### config.mk
export PLATFORM = sky130hd
export DESIGN_NAME = serial_frame_ctrl
export DESIGN_NICKNAME = d
export VERILOG_FILES = /design/src/rtl/ser_ctrl_pkg.sv /design/src/rtl/port_msg_stats.sv /design/src/rtl/serial_frame_ctrl.sv
export SDC_FILE = /design/constraint.sdc
export NUM_CORES = 1
export LEC_CHECK = 0
export ABC_AREA = 1
export CAP_MARGIN = 40
export CORE_UTILIZATION = 30
export DETAILED_ROUTE_END_ITERATION = 8
export PLACE_DENSITY = 0.6
export SETUP_SLACK_MARGIN = 0.02
export SYNTH_ARGS = -nofsm -noshare
export SYNTH_HDL_FRONTEND = slang
export SYNTH_SLANG_ARGS = --single-unit
### constraint.sdc
create_clock -name clk -period 1.25 [get_ports clk]
set_clock_uncertainty 0.05 [all_clocks]
set_input_delay 0.125 -clock clk [delete_from_list [all_inputs] [get_ports clk]]
set_output_delay 0.125 -clock clk [all_outputs]
set_load 0.05 [all_outputs]
### src/rtl/ser_ctrl_pkg.sv
// Shared constants for the serial frame sequencer: port/length widths and
// the 3-bit state encoding used by serial_frame_ctrl.
package ser_ctrl_pkg;

  localparam int NPORTS = 4;
  localparam int PORT_W = $clog2(NPORTS);
  localparam int LEN_W  = 8;
  localparam int CNT_W  = 8;

  localparam logic [2:0] ST_IDLE = 3'd0;
  localparam logic [2:0] ST_PORT = 3'd1;
  localparam logic [2:0] ST_LEN  = 3'd2;
  localparam logic [2:0] ST_DATA = 3'd3;
  localparam logic [2:0] ST_DONE = 3'd4;

endpackage

### src/rtl/port_msg_stats.sv
// Per-port completed-frame counter bank; each counter wraps modulo 2^CNT_W.
// Only built when MSG_COUNT_EN is defined.
`ifdef MSG_COUNT_EN
module port_msg_stats
  import ser_ctrl_pkg::*;
(
  input  logic                    clk,
  input  logic                    rst,
  input  logic                    inc,
  input  logic [PORT_W-1:0]       port_sel,
  output logic [NPORTS*CNT_W-1:0] msg_cnt
);

  logic [CNT_W-1:0] cnt_q [NPORTS];

  always_ff @(posedge clk or posedge rst) begin
    if (rst) begin
      for (int i = 0; i < NPORTS; i++) begin
        cnt_q[i] <= '0;
      end
    end else if (inc) begin
      cnt_q[port_sel] <= cnt_q[port_sel] + 1'b1;
    end
  end

  for (genvar g = 0; g < NPORTS; g++) begin : g_flat
    assign msg_cnt[g*CNT_W +: CNT_W] = cnt_q[g];
  end

endmodule
`endif

### src/rtl/serial_frame_ctrl.sv
// Frame sequencer for the serial message receiver: start bit, port id, length
// (via external nt_counter), payload routing. Optional MSG_COUNT_EN adds per-port frame counts.
module serial_frame_ctrl
  import ser_ctrl_pkg::*;
(
  input  logic                    clk,
  input  logic                    rst,
  input  logic                    serIn,
  input  logic                    nt_valid,
  input  logic [LEN_W-1:0]        nt,
  output logic                    nt_en,
  output logic [PORT_W-1:0]       port_sel,
  output logic                    data_out,
  output logic [NPORTS-1:0]       data_valid,
  output logic                    busy,
  output logic                    done
`ifdef MSG_COUNT_EN
  ,
  output logic [NPORTS*CNT_W-1:0] msg_cnt
`endif
);

  localparam logic [PORT_W-1:0] PORT_LAST = PORT_W[PORT_W-1:0] - 1'b1;
  localparam logic [LEN_W-1:0]  LEN_ONE   = {{(LEN_W-1){1'b0}}, 1'b1};

  logic [2:0]        state_q, state_d;
  logic [PORT_W-1:0] port_sel_q, port_sel_d;
  logic [PORT_W-1:0] bitCnt_q, bitCnt_d;
  logic [LEN_W-1:0]  remaining_q, remaining_d;
  logic              nt_en_q, nt_en_d;
  logic              data_out_q, data_out_d;
  logic [NPORTS-1:0] data_valid_q, data_valid_d;
  logic              done_q, done_d;
  logic [PORT_W:0]   portShift;

  assign portShift = {port_sel_q, serIn};

  always_comb begin
    state_d      = state_q;
    port_sel_d   = port_sel_q;
    bitCnt_d     = bitCnt_q;
    remaining_d  = remaining_q;
    nt_en_d      = nt_en_q;
    data_out_d   = data_out_q;
    data_valid_d = '0;
    done_d       = 1'b0;
    case (state_q)
      ST_IDLE: begin
        if (!serIn) begin
          state_d  = ST_PORT;
          bitCnt_d = '0;
        end
      end
      ST_PORT: begin
        port_sel_d = portShift[PORT_W-1:0];
        bitCnt_d   = bitCnt_q + 1'b1;
        if (bitCnt_q == PORT_LAST) begin
          state_d = ST_LEN;
          nt_en_d = 1'b1;
        end
      end
      ST_LEN: begin
        if (nt_valid) begin
          remaining_d = nt;
          nt_en_d     = 1'b0;
          state_d     = (nt == '0) ? ST_DONE : ST_DATA;
        end
      end
      ST_DATA: begin
        data_out_d   = serIn;
        data_valid_d = {{(NPORTS-1){1'b0}}, 1'b1} << port_sel_q;
        if (remaining_q != '0) begin
          remaining_d = remaining_q - 1'b1;
        end
        // A zero count here is unreachable; treat it like the last bit rather than wrap.
        if (remaining_q <= LEN_ONE) begin
          state_d = ST_DONE;
        end
      end
      ST_DONE: begin
        done_d  = 1'b1;
        state_d = ST_IDLE;
      end
      default: begin
        state_d = ST_IDLE;
      end
    endcase
  end

  always_ff @(posedge clk or posedge rst) begin
    if (rst) begin
      state_q      <= ST_IDLE;
      port_sel_q   <= '0;
      bitCnt_q     <= '0;
      remaining_q  <= '0;
      nt_en_q      <= 1'b0;
      data_out_q   <= 1'b0;
      data_valid_q <= '0;
      done_q       <= 1'b0;
    end else begin
      state_q      <= state_d;
      port_sel_q   <= port_sel_d;
      bitCnt_q     <= bitCnt_d;
      remaining_q  <= remaining_d;
      nt_en_q      <= nt_en_d;
      data_out_q   <= data_out_d;
      data_valid_q <= data_valid_d;
      done_q       <= done_d;
    end
  end

  assign nt_en      = nt_en_q;
  assign port_sel   = port_sel_q;
  assign data_out   = data_out_q;
  assign data_valid = data_valid_q;
  assign done       = done_q;
  assign busy       = (state_q != ST_IDLE);

`ifdef MSG_COUNT_EN
  port_msg_stats u_stats (
    .clk      (clk),
    .rst      (rst),
    .inc      (state_q == ST_DONE),
    .port_sel (port_sel_q),
    .msg_cnt  (msg_cnt)
  );
`endif

endmodule

-- Yosys cells after proc, flatten, opt, wreduce, memory -nomap -nowiden
Index checks and enable logic that the tools add are counted.
- reductions and logical operators: 11
- add/subtract/negate cells: 2
- order comparisons: 1
- muxes and demuxes: 16
- shifts and indexed selects: 1
- equality and inequality tests: 10
- operators with widths (operator ; count):
    $mux W8 ; 2
    $pmux W8 S2 ; 1
    $mux W3 ; 5
    $pmux W3 S4 ; 1
    $ne A2 B2 Y1 const B ; 5
    $le A8 B1 Y1 const B ; 1
    $logic_not A8 Y1 ; 1
    $reduce_bool A8 Y1 ; 1
    $sub A8 B1 Y8 const B ; 1
    $eq A3 B2 Y1 const B ; 2
    $reduce_and A3 Y1 ; 2
    $reduce_bool A2 Y1 ; 3
    $mux W4 ; 1
    $pmux W2 S2 ; 1
    $reduce_and A4 Y1 ; 1
    $shl A1 B2 Y4 const A ; 1
    $eq A3 B1 Y1 const B ; 1
    $eq A3 B3 Y1 const B ; 1
    $logic_not A3 Y1 ; 1
    $mux W1 ; 3
    $reduce_bool A3 Y1 ; 1
    $add A2 B1 Y2 const B ; 1
    $eq A2 B1 Y1 const B ; 1
    $mux W2 ; 1
    other kinds (2) ; 2
- output and inout bits: 10
- flip-flop bits (word level): 22
- word-level logic and storage cells: 49
- input bits: 12

-- Longest topological paths before layout
Gate-level depths: netlist (run 1).
- depth after elaboration: 4
- gate-level depth with buffers: 9

-- Least setup slack after synthesis (run 1)
OpenSTA, ideal clock, no wires.
- kind: reg-to-reg
- start point: register remaining_q[0]
- end point: register state_q[1]
- clock period less this slack: 1366 ps
- data arrival time: 1199 ps
- required time: 1082 ps
- cell stages (with the launch flop): 10
- library setup time: 118 ps
- path slack: -116 ps
- cell sequence: dfrtp_1 -> inv_1 -> ha_1 -> inv_1 -> nand2_1 -> nand4_1 -> nand2_1 -> nand3_2 -> nand2_1 -> nand2_1
- cells in the longest elaborated chain, start to end: 3
- RTL lines (what ; line ; text):
    start: declaration ; serial_frame_ctrl.sv:29 ; logic [LEN_W-1:0] remaining_q, remaining_d;
    start signal: assignment ; serial_frame_ctrl.sv:104 ; remaining_q <= remaining_d;
    $le A8 B1 Y1 ; serial_frame_ctrl.sv:76 ; if (remaining_q <= LEN_ONE) begin
    $ne A2 B2 Y1 (no source line) ; - ;
    $reduce_and A4 Y1 (no source line) ; - ;
    end signal: assignment ; serial_frame_ctrl.sv:101 ; state_q <= state_d;
    end: declaration ; serial_frame_ctrl.sv:26 ; logic [2:0] state_q, state_d;
Every way passes these cells.
A chain may end at the register's enable or synchronous reset.

-- Worst setup path after layout (run 1)
- start point: register remaining_q[0]
- end point: register remaining_q[4]
- cells in the longest elaborated chain, start to end: 3
- elaborated cells between the ends (all ways): 6
- RTL lines (what ; line):
    $sub A8 B1 Y8 or $reduce_bool A8 Y1 (tied branches) ; serial_frame_ctrl.sv:73, serial_frame_ctrl.sv:72
    $mux W8 or $ne A2 B2 Y1 (tied branches) ; -
    $pmux W8 S2 or $reduce_and A3 Y1 (tied branches) ; -
Parallel ways exist; a longest one is shown, timed or not. The select of a mux whose other input is x is not followed.

==> results of run 1 <==
==> repair_timing <==
item,CTS,global route
hold endpoints to repair,0,0
gates cloned,1,0
pin swaps,6,3
hold buffers,0,0
buffers inserted,4,3
gates resized for setup,13,14
endpoints found under the setup margin,15,20
==> cell usage after synthesis <==
master / count / area share (%)
nand2_1: 53 / 15
dfrtp_1: 22 / 41
nor2_1: 21 / 5.9
inv_1: 18 / 5.0
o21ai_0: 12 / 4.5
nand3_1: 9 / 3.4
nor3_1: 6 / 2.2
ha_1: 4 / 3.7
inv_2: 3 / 0.84
nor2_4: 3 / 2.5
o21ai_2: 3 / 2.0
a31oi_1: 2 / 0.93
buf_6: 2 / 1.7
nand2_2: 2 / 0.93
nand2_4: 2 / 1.7
nand4_1: 2 / 0.93
nor2_2: 2 / 0.93
a21boi_0: 1 / 0.56
a21oi_2: 1 / 0.65
a21oi_4: 1 / 1.2
buf_2: 1 / 0.37
inv_6: 1 / 0.65
nand2_8: 1 / 1.5
nand3_2: 1 / 0.75
nand3b_1: 1 / 0.56
o21bai_1: 1 / 0.56
==> area by class of cell <==
| class | count | share of cell area [%] |
|---|---|---|
| clock buffer | 3 | 1.96 |
| clock inverter | 1 | 1.42 |
| inverter | 22 | 4.39 |
| multi-input combinational | 129 | 36.6 |
| sequential | 22 | 26.4 |
| tap | 50 | 2.97 |
| timing repair buffer | 52 | 26.3 |
==> per-layer routing <==
metal	up-vias	global-route usage [%]	wire length, um
li1	660	-	-
met1	574	20.5	1530
met2	27	24.5	1470
met3	5	2.47	98
met4	0	6.12	61
met5	-	0	0
==> worst max path at each step <==
stage | end | slack (ns) | cells past startpoint
2_1_floorplan | remaining_q[1] | -0.01 | 9
3_3_place_gp | remaining_q[4] | -0.10 | 9
3_5_place_dp | state_q[0] | -0.13 | 7
4_1_cts | remaining_q[4] | -0.13 | 9
5_1_grt | remaining_q[5] | -0.21 | 9
6_report | remaining_q[4] | -0.14 | 9
==> layout by cell type, fill, tap and decap left out, types with 7 or more instances in the layout <==
| cell type | count |
|---|---|
| dfrtp_1 | 18 |
| buf_4 | 28 |
| inv_1 | 13 |
| buf_12 | 10 |
| o21ai_0 | 9 |
| nor2_1 | 19 |
| nand3_1 | 9 |
| inv_2 | 7 |
| clkdlybuf4s50_1 | 11 |
| nand2_1 | 47 |
==> cells by family (layout without fill, tap and decap cells) <==
family | Yosys count | count (layout) | share of synthesized area [%]
simple gates | 103 | 104 | 36.2
buf+inv | 25 | 78 | 8.60
flops | 22 | 22 | 41.1
compound gates | 21 | 21 | 10.4
fa+ha+maj | 4 | 4 | 3.74
==> worst min-delay path: cells and delay by family <==
kind / cells / cell delay (ns)
buf+inv: 3 / 0.73
==> sequential cells by signal, summed over array words and instances, names as in the netlist <==
name / count
remaining_q: 8
data_valid: 4
state_q: 3
bitCnt_q: 2
port_sel: 2
data_out: 1
done: 1
nt_en: 1
==> power by group <==
part	internal (uW)	switching, uW	total, uW	leakage (uW)
registers	1030	329	1360	0.000274
clock network	429	262	691	0.0000357
logic	1770	2100	3860	0.000698
total	3220	2690	5910	0.00101
==> per-stage QoR <==
stage / cell area (um^2) / setup TNS (ns) / instances / power [uW]
after global placement: 1900 / -0.977 / 268 / 4740
after floorplan: 1360 / -0.0548 / 175 / 3420
final: 2110 / -1.46 / 279 / 5910
after detailed placement: 1900 / -0.952 / 268 / 4780
after global routing: 2110 / -2.42 / 279 / 6380
after CTS: 2040 / -1.24 / 276 / 5720
==> flow_metrics.env, run 1 <==
export IMPL_status="complete, but fails checks"
export IMPL_violations="negative setup slack"
export IMPL_port_buffers=21
export IMPL_clk_latency_ns=0.27
export IMPL_htreeDepth=1
export IMPL_place_ws_ns=-0.133
export IMPL_yosysWarnings=0
export IMPL_critical_path_buf_inv_count=3
export IMPL_fmax_mhz=718
export IMPL_grt_start_max_net_pins=23
export IMPL_slew_headroom_pct=80.6
export IMPL_viasPerCell=4.54
export IMPL_routed_wl_um=3150
export IMPL_grt_pass1_vias=1194
export IMPL_hold_violations=0
export IMPL_arrival_ns=1.51
export IMPL_ys_ff_latch=22
export IMPL_cpMostUsedCell="nand2_1"
export IMPL_multi_input_area_um2=772
export IMPL_power_density_mw_per_mm2=2800
export IMPL_cp_startpoint="remaining_q[0]"
export IMPL_cp_end_kind="flip-flop"
export IMPL_syn_inst=175
export IMPL_whs_ns=0.134
export IMPL_nets=246
export IMPL_r2r_end="remaining_q[4]"
export IMPL_seq_area_um2=556
export IMPL_synth_cell_type_count=26
export IMPL_r2r_slack_ns=-0.14
export IMPL_ys_seq_area_share_pct=41.1
export IMPL_fillerInstances=416
export IMPL_tightest_slew_ns=0.291
export IMPL_worst_slack_ns=-0.143
export IMPL_cts_buffers=3
export IMPL_dpl_hpwl_um=2250
export IMPL_syn_area_mm2=0.00134
export IMPL_start_kind="flip-flop"
export IMPL_post_drt_wl_per_cell_um=11.3
export IMPL_slew_viol_final=0
export IMPL_fp_row_count=23
export IMPL_crit_type="reg2reg"
export IMPL_worstPathMaxFanout=8
export IMPL_avgSynthCellArea_um2=7.65
export IMPL_tritoncts="yes"
export IMPL_dr_total_vias=1266
export IMPL_io_pins=22
export IMPL_track_usage_pct=15.3
export IMPL_slowest_delay_ns=0.46
export IMPL_final_core_util_pct=50.9
export IMPL_p_leak_uw=0.00101
export IMPL_num_antenna_cells=0
export IMPL_cp_cell_sequence="inv_4 > ha_2 > inv_2 > nor2_4 > nand2_4 > nand2_8 > inv_8 > nand2_1 > nand2_1"
export IMPL_max_clock_path_buffers=2
export IMPL_dr_pass1_iters=4
export IMPL_first_iter_violations=53
export IMPL_crit_slowest_cell="dfrtp_2"
export IMPL_antenna_found_initial=0
export IMPL_route_detailed_drc=0
export IMPL_die_height_um=68.8
export IMPL_crit_family="flip-flops"
export IMPL_grt_pass1_wl_um=5260
export IMPL_gp_congestion=0.810
export IMPL_root_buffer="clkbuf_8"
export IMPL_die_area_mm2=0.00473
export IMPL_period_needed_ns=1.39
export IMPL_fp_coreArea_mm2=0.00414
export IMPL_grt_setup_unrepaired="yes"
export IMPL_setup_viol=13
export IMPL_vdd_ir_drop_max_uv=738
export IMPL_grt_overflow=0
export IMPL_die_x_um=68.8
export IMPL_crit_required_ns=1.37
export IMPL_ff2ff_path_depth=9
export IMPL_synth_nets=191
export IMPL_area_growth_pct=57.5
export IMPL_worstHoldPathType="in2async"
export IMPL_drive_above_1_share_pct=39.3
export IMPL_maxCapViolations=0
export IMPL_initial_core_util_pct=32.3
export IMPL_cts_sink_count=22
export IMPL_clk_pin_slew_ns=0.09
export IMPL_worstReg2RegStart="remaining_q[0]"
export IMPL_postRouteAntennaNets=0
export IMPL_period_share_pct=111
Power figures use the tool's default switching activity.
==> run 2, diff against run 1 <==
--- a/config.mk
+++ b/config.mk
@@ -7,10 +7,12 @@
 export LEC_CHECK = 0
 export ABC_AREA = 1
 export CAP_MARGIN = 40
+export CORE_ASPECT_RATIO = 1.25
 export CORE_UTILIZATION = 30
 export DETAILED_ROUTE_END_ITERATION = 8
 export PLACE_DENSITY = 0.6
 export SETUP_SLACK_MARGIN = 0.02
+export SLEW_MARGIN = 10
 export SYNTH_ARGS = -nofsm -noshare
 export SYNTH_HDL_FRONTEND = slang
 export SYNTH_SLANG_ARGS = --single-unit
==> run 2 against run 1 <==
  * The flow still finishes with violations (negative setup slack)
  * Final cell count increased by 1.8%
  * Combinational power increased by 2%
  * First-iteration DRC count decreased by 49%
  * Sequential share of layout area decreased by 0.20 points
  * Critical endpoint is now busy
  * Largest power group unchanged
  * Highest routed layer unchanged
==> flow_metrics.env, run 2 (synthesis results as in run 1) <==
export IMPL_cts_buffers=3
export IMPL_power_density_mw_per_mm2=2800
export IMPL_grt_overflow=0
export IMPL_grt_pass1_vias=1312
export IMPL_maxCapViolations=0
export IMPL_dr_total_vias=1246
export IMPL_tritoncts="yes"
export IMPL_tightest_slew_ns=0.307
export IMPL_slew_viol_final=0
export IMPL_die_area_mm2=0.00474
export IMPL_io_pins=22
export IMPL_worstHoldPathType="in2async"
export IMPL_largest_reg_flops=8
export IMPL_p_leak_uw=0.00101
export IMPL_worstReg2RegStart="state_q[2]"
export IMPL_dr_pass1_iters=4
export IMPL_final_common_cell="nand2_1"
export IMPL_initial_core_util_pct=31.9
export IMPL_slew_headroom_pct=79.5
export IMPL_worstPathMaxFanout=4
export IMPL_first_iter_violations=27
export IMPL_track_usage_pct=15.2
export IMPL_status="complete, but fails checks"
export IMPL_grt_setup_unrepaired="yes"
export IMPL_period_share_pct=111
export IMPL_fin_tns_setup_ns=-1.28
export IMPL_fp_coreArea_mm2=0.00420
export IMPL_cp_end_kind="output port"
export IMPL_start_kind="flip-flop"
export IMPL_route_detailed_drc=0
export IMPL_fmax_mhz=719
export IMPL_post_drt_wl_per_cell_um=11.0
export IMPL_r2r_end="remaining_q[1]"
export IMPL_period_needed_ns=1.39
export IMPL_vdd_ir_drop_max_uv=1190
export IMPL_postCtsHoldBufs=0
export IMPL_area_growth_pct=57.9
export IMPL_crit_end="busy"
export IMPL_postLayoutCellArea_mm2=0.00211
export IMPL_viasPerCell=4.39
export IMPL_cts_sink_count=22
export IMPL_grt_pass1_wl_um=5430
export IMPL_arrival_ns=1.22
export IMPL_r2r_slack_ns=-0.13
export IMPL_clk_pin_slew_ns=0.08
export IMPL_crit_required_ns=1.08
export IMPL_crit_type="reg2out"
export IMPL_root_buffer="clkbuf_8"
export IMPL_max_clock_path_buffers=2
export IMPL_dpl_hpwl_um=2290
export IMPL_setup_viol=13
export IMPL_num_antenna_cells=0
export IMPL_place_ws_ns=-0.125
export IMPL_die_height_um=76.7
export IMPL_die_x_um=61.8
export IMPL_cp_startpoint="state_q[2]"
export IMPL_placed_cell_area_mm2=0.00187
export IMPL_drive_above_1_share_pct=39.9
export IMPL_hold_violations=0
export IMPL_ff2ff_path_depth=9
export IMPL_fp_row_count=26
export IMPL_routed_wl_um=3130
export IMPL_violations="negative setup slack"
export IMPL_antenna_found_initial=0
export IMPL_worst_slack_ns=-0.142
export IMPL_htreeDepth=1
export IMPL_regMostFlops="remaining_q"
export IMPL_port_buffers=21
export IMPL_postRouteAntennaNets=0
export IMPL_clk_latency_ns=0.27
export IMPL_whs_ns=0.144
export IMPL_layout_common_cells="44 x nand2_1, 26 x buf_4, 20 x dfrtp_1"
export IMPL_nets=245
export IMPL_grt_start_max_net_pins=23
export IMPL_gp_congestion=0.878
run 2: power by group:
part           internal [uW]  switching (uW)
clock network            428             246
logic                   1810            2120
registers               1020             300
run 2: how the worst min path moves through the flow:
| stage | from | to | slack, ns | cells after the start |
|---|---|---|---|---|
| 6_report | rst | data_out | 0.14 | 3 |
| 5_1_grt | rst | data_valid[2] | 0.19 | 3 |
| 4_1_cts | rst | data_out | 0.15 | 3 |
| 3_5_place_dp | rst | data_out | 0.45 | 3 |
| 3_3_place_gp | bitCnt_q[1] | bitCnt_q[1] | 0.42 | 2 |
| 2_1_floorplan | rst | bitCnt_q[0] | 0.06 | 1 |
run 2: per-layer routing:
layer | GRT usage [%] | vias up | share of wire (%)
li1 | - | 654 | -
met1 | 17.1 | 566 | 43
met2 | 26.9 | 20 | 53
met3 | 2.36 | 6 | 2.0
met4 | 6.44 | 0 | 1.6
met5 | 0 | - | 0
run 2: cell type report:
class	instances	area [um^2]
clock buffers	3	41.3
well taps	56	70.1
fillers	390	2080
multi-input cells	129	776
inverters	22	90.1
clock inverters	1	30.0
flip-flops and latches	22	553
repair buffers	51	554
run 2: worst max-delay path: stages, from the launching register on:
cell and delay (ns):
dfrtp_1 0.42, buf_4 0.16, nor3_4 0.15, inv_2 0.07, buf_8 0.15
run 2: stage by stage:
step                      cells  total power, uW  util, %
after floorplan             175             3420        -
after global routing        284             6380     50.4
final                       284             5930     50.4
after global placement      269             4680     44.5
after detailed placement    269             4730     44.5
after CTS                   280             5720     48.4
run 2: repair_timing:
action	4_1_cts	5_1_grt
pin swaps	8	9
gates resized for setup	14	16
endpoints found under the setup margin	15	20
gates cloned	1	0
endpoints found under the hold margin	0	0
setup buffers	7	4
